--- src/rtl/multicycle_latch_bank.sv ---
// Parametrised bank of inter-stage datapath registers with per-channel valid and saturating age.
// Optional macro LATCH_BANK_BYPASS_EN forwards din to dout combinationally on a live write.
module multicycle_latch_bank #(
  parameter int unsigned DATA_WIDTH = 32,
  parameter int unsigned NUM_CH     = 2,
  parameter int unsigned AGE_W      = 4
) (
  input  logic                         clk,
  input  logic                         reset,
  input  logic [NUM_CH*DATA_WIDTH-1:0] din,
  input  logic [NUM_CH-1:0]            wr_en,
  input  logic                         hold,
  input  logic                         flush,
  output logic [NUM_CH*DATA_WIDTH-1:0] dout,
  output logic [NUM_CH-1:0]            valid,
  output logic [NUM_CH*AGE_W-1:0]      age
);

  localparam logic [AGE_W-1:0] AGE_MAX = '1;

  for (genvar i = 0; i < NUM_CH; i++) begin : g_ch
    logic [DATA_WIDTH-1:0] data_q;
    logic                  valid_q;
    logic [AGE_W-1:0]      age_q;

    // Priority: reset > flush > hold > write; age counts only once a channel holds data.
    always_ff @(posedge clk or posedge reset) begin
      if (reset) begin
        data_q  <= '0;
        valid_q <= 1'b0;
        age_q   <= '0;
      end else if (flush) begin
        data_q  <= '0;
        valid_q <= 1'b0;
        age_q   <= '0;
      end else if (!hold) begin
        if (wr_en[i]) begin
          data_q  <= din[i*DATA_WIDTH +: DATA_WIDTH];
          valid_q <= 1'b1;
          age_q   <= '0;
        end else if (valid_q && (age_q != AGE_MAX)) begin
          age_q <= age_q + AGE_W'(1);
        end
      end
    end

    assign age[i*AGE_W +: AGE_W] = age_q;

`ifdef LATCH_BANK_BYPASS_EN
    logic bypass_c;
    assign bypass_c = wr_en[i] & ~hold & ~flush & ~reset;
    assign dout[i*DATA_WIDTH +: DATA_WIDTH] = bypass_c ? din[i*DATA_WIDTH +: DATA_WIDTH] : data_q;
    assign valid[i] = valid_q | bypass_c;
`else
    assign dout[i*DATA_WIDTH +: DATA_WIDTH] = data_q;
    assign valid[i] = valid_q;
`endif
  end

endmodule

--- config.mk ---
export PLATFORM = sky130hd
export DESIGN_NAME = multicycle_latch_bank
export DESIGN_NICKNAME = d
export VERILOG_FILES = /design/src/rtl/multicycle_latch_bank.sv
export SDC_FILE = /design/constraint.sdc
export NUM_CORES = 1
export LEC_CHECK = 0
export CAP_MARGIN = 20
export CORE_ASPECT_RATIO = 0.7
export CORE_MARGIN = 2
export CORE_UTILIZATION = 35
export DETAILED_ROUTE_END_ITERATION = 16
export PLACE_DENSITY_LB_ADDON = 0.12
export SETUP_SLACK_MARGIN = 0.4
export SYNTH_ARGS = -nofsm -noshare
export SYNTH_HDL_FRONTEND = slang
export SYNTH_SLANG_ARGS = --single-unit
--- constraint.sdc ---
create_clock -name clk -period 3.2 [get_ports clk]
set_input_delay 0.64 -clock clk [delete_from_list [all_inputs] [get_ports clk]]
set_output_delay 0.64 -clock clk [all_outputs]
set_load 0.005 [all_outputs]
==> summary.md <==
| Metric | Value |
|---|---|
| Synth warn | 0 |
| Synth top area share | 55.8% |
| Final Hold Vio Count | 0 |
| Number of global-route vias before repair | 2,866 |
| Reg2reg end | g_ch[0].age_q[3] |
| Layout cell share with drive strength beyond 1 | 14.0% |
| Synth-to-layout area growth | 54.7% |
| Post-cts gate resize count | 0 |
| Crit path capture type | flop |
| Post-CTS Setup Bufs | 0 |
| Clock transition at path regs | 0.06 ns |
| IO buf count | 143 |
| Clock Latency Late Sink | 0.33 ns |
| Reg-to-reg setup timing slack | 1.62 ns |
| VDD IR max | 0.000370 V |
| Initial Util | 36.3% |
| I/O Pins | 144 |
| Post-synth ARST share | 100% |
| H-tree levels | 3 |
| Pins over their slew limit | 0 |
| Hold buffer count at cts | 0 |
| Worst slew pin tran | 0.515 ns |
| Fin crit share | 62.4% |
| CTS tree | done |
| RSZ-0062 raised after global routing | false |
| Die width | 120 um |
| Syn_area_per_cell | 10.5 sq um |
| Cell Pwr Density | 479 nW/um^2 |
| Drt total wl | 8.73 mm |
| Max Clk Rate | 501 MHz |
| Core area | 9140 sq um |
| Clk root buf | clkbuf_16 |
| Cells on worst reg2reg path | 4 |
| Final Skew | 0.00361 ns |
| Sequential area share after synthesis | 55.8% |
| Kind of critical path | in2reg |
| Vias per inst | 4.94 |
| Synth Register Bits | 74 |
| CP required | 3.46 ns |
| # DRC | 0 |
| Hold depth | 2 |
| Design Power | 2460 uW |
| Dominant cell type by area after synthesis | dfrtp_1 |
| Fin nets | 517 |
| Num rows | 29 |
| Hold WC Path Type | reg2reg |
| Setup tns final | 0 ns |
| Synth top area cells | dfrtp_1 (56%), a31o_2 (8.4%), nor3b_1 (7.5%) |
| Overall routing resource usage | 17.7% |
| Num Clock Sinks | 74 |
| Via count | 2,834 |
| Die Height | 85.5 um |
| Wire per inst | 15.2 um |
| Die area | 10,300 sq um |
| Detail Route Antenna Nets | 0 |
| Syn Inst Count | 316 |
| Maximum fanout along the worst path | 34 |
| Fin crit period | 2.00 ns |
| Crit. Startpoint | hold |
| Ant diodes | 0 |
| Worst path arrival time | 2.25 ns |
| Total nets after synthesis | 388 |
| Number of synthesized flops with an enable pin | 0 |
| First-pass GRT wire length | 14.4 mm |
| Placer Congestion | 0.790 |
| Clk buf depth | 2 |
| Synth Flop Type | dfrtp_1 |
| Pre-Repair DR Iteration Count | 5 |
| Outcome | finished clean |
| Pleak | 0.00214 uW |
| Commonest non-fill, non-tap cell in the layout | clkdlybuf4s50_1 |
| DR iter-0 viols | 213 |
| Worst slew margin | 65.6% |
| Cell variety after synth | 37 |
| Start point of the worst hold path | g_ch[0].data_q[29] |
| Startpoint types | primary input |
| Initial antenna violation count | 0 |
| Netlist Area Pre-Place | 3320 sq um |
| Commonest cells after routing, fill and taps aside | clkdlybuf4s50_1 (142), dfrtp_1 (74), nand3_1 (35) |
| WHS Endpoint | g_ch[0].data_q[29] |
| Max_cap viols | 0 |
| Largest net degree at the start of global routing | 75 |
| Global route overflow | 0 |
| Reg2Reg Launch Point | g_ch[0].age_q[0] |
| Detailed placement HPWL | 5.73 mm |
| Setup-failing EPs final | 0 |
| TritonCTS Buffers | 9 |
## cell usage after synthesis, types with 2 or more instances
cell type,n
a211oi_1,2
a21oi_1,7
a31o_2,32
a31oi_1,2
buf_2,14
buf_4,6
clkbuf_1,8
clkbuf_2,3
dfrtp_1,74
ha_1,2
inv_1,5
nand2_1,33
nand2b_1,3
nand3_1,35
nor2_1,3
nor3b_1,33
o21ai_0,34
## critical path, stage by stage
cell             delay (ns)
clkdlybuf4s50_1        0.71
nand2b_1               0.18
buf_4                  0.35
o311ai_0               0.20
a21oi_1                0.16
## per-layer routing
layer,up-vias,part of all wire [%],global-route usage [%]
met3,11,8.0,7.65
met2,80,45,26.5
li1,1385,-,-
met4,0,1.4,5.50
met5,-,0,0
met1,1358,46,23.4
## kinds of logic after synthesis
| group | synth area share [%] |
|---|---|
| AO/OA/AOI/OAI | 16.8 |
| adder cells (fa/ha/maj) | 0.753 |
| buffers and inverters | 5.84 |
| flip-flops | 55.8 |
| multiplexers | 0.301 |
| AND/OR/NAND/NOR | 20.6 |
## worst max-delay path by stage
stage / to / depth (start not counted)
after floorplan: g_ch[0].age_q[0] / 1
after global placement: g_ch[0].age_q[1] / 5
after detailed placement: g_ch[0].age_q[1] / 5
after CTS: g_ch[0].age_q[1] / 5
after global routing: g_ch[0].age_q[1] / 5
final: g_ch[0].age_q[1] / 5
## through the flow
stage,worst slack [ns],area (sq um),hold WS (ns),cells,utilization [%]
2_1_floorplan,0.678,3320,0.494,316,-
3_3_place_gp,0.881,4820,0.483,558,52.7
3_5_place_dp,0.869,4820,0.490,558,52.7
4_1_cts,1.21,5140,0.504,574,56.2
5_1_grt,1.11,5140,0.524,574,56.2
6_report,1.20,5140,0.501,574,56.2
## sequential cells by signal, summed over array words and instances (netlist names)
register	count
g_ch.data_q	64
g_ch.age_q	8
g_ch.valid_q	2
## cell type report
| cell class | instances | area (sq um) |
|---|---|---|
| multi-input cells | 204 | 1280 |
| inverters | 6 | 22.5 |
| clock inverters | 5 | 77.6 |
| fillers | 823 | 4010 |
| flip-flops and latches | 74 | 1850 |
| clock buffers | 11 | 243 |
| repair buffers | 150 | 1500 |
| well taps | 124 | 155 |
## power by group
part           leakage, uW  internal (uW)  total [uW]  switching, uW
clock             0.000156            701        1080            377
combinational     0.000996            218         364            146
sequential        0.000988            990        1020           29.3
total              0.00214           1910        2460            553
Power figures use the tool's default switching activity.
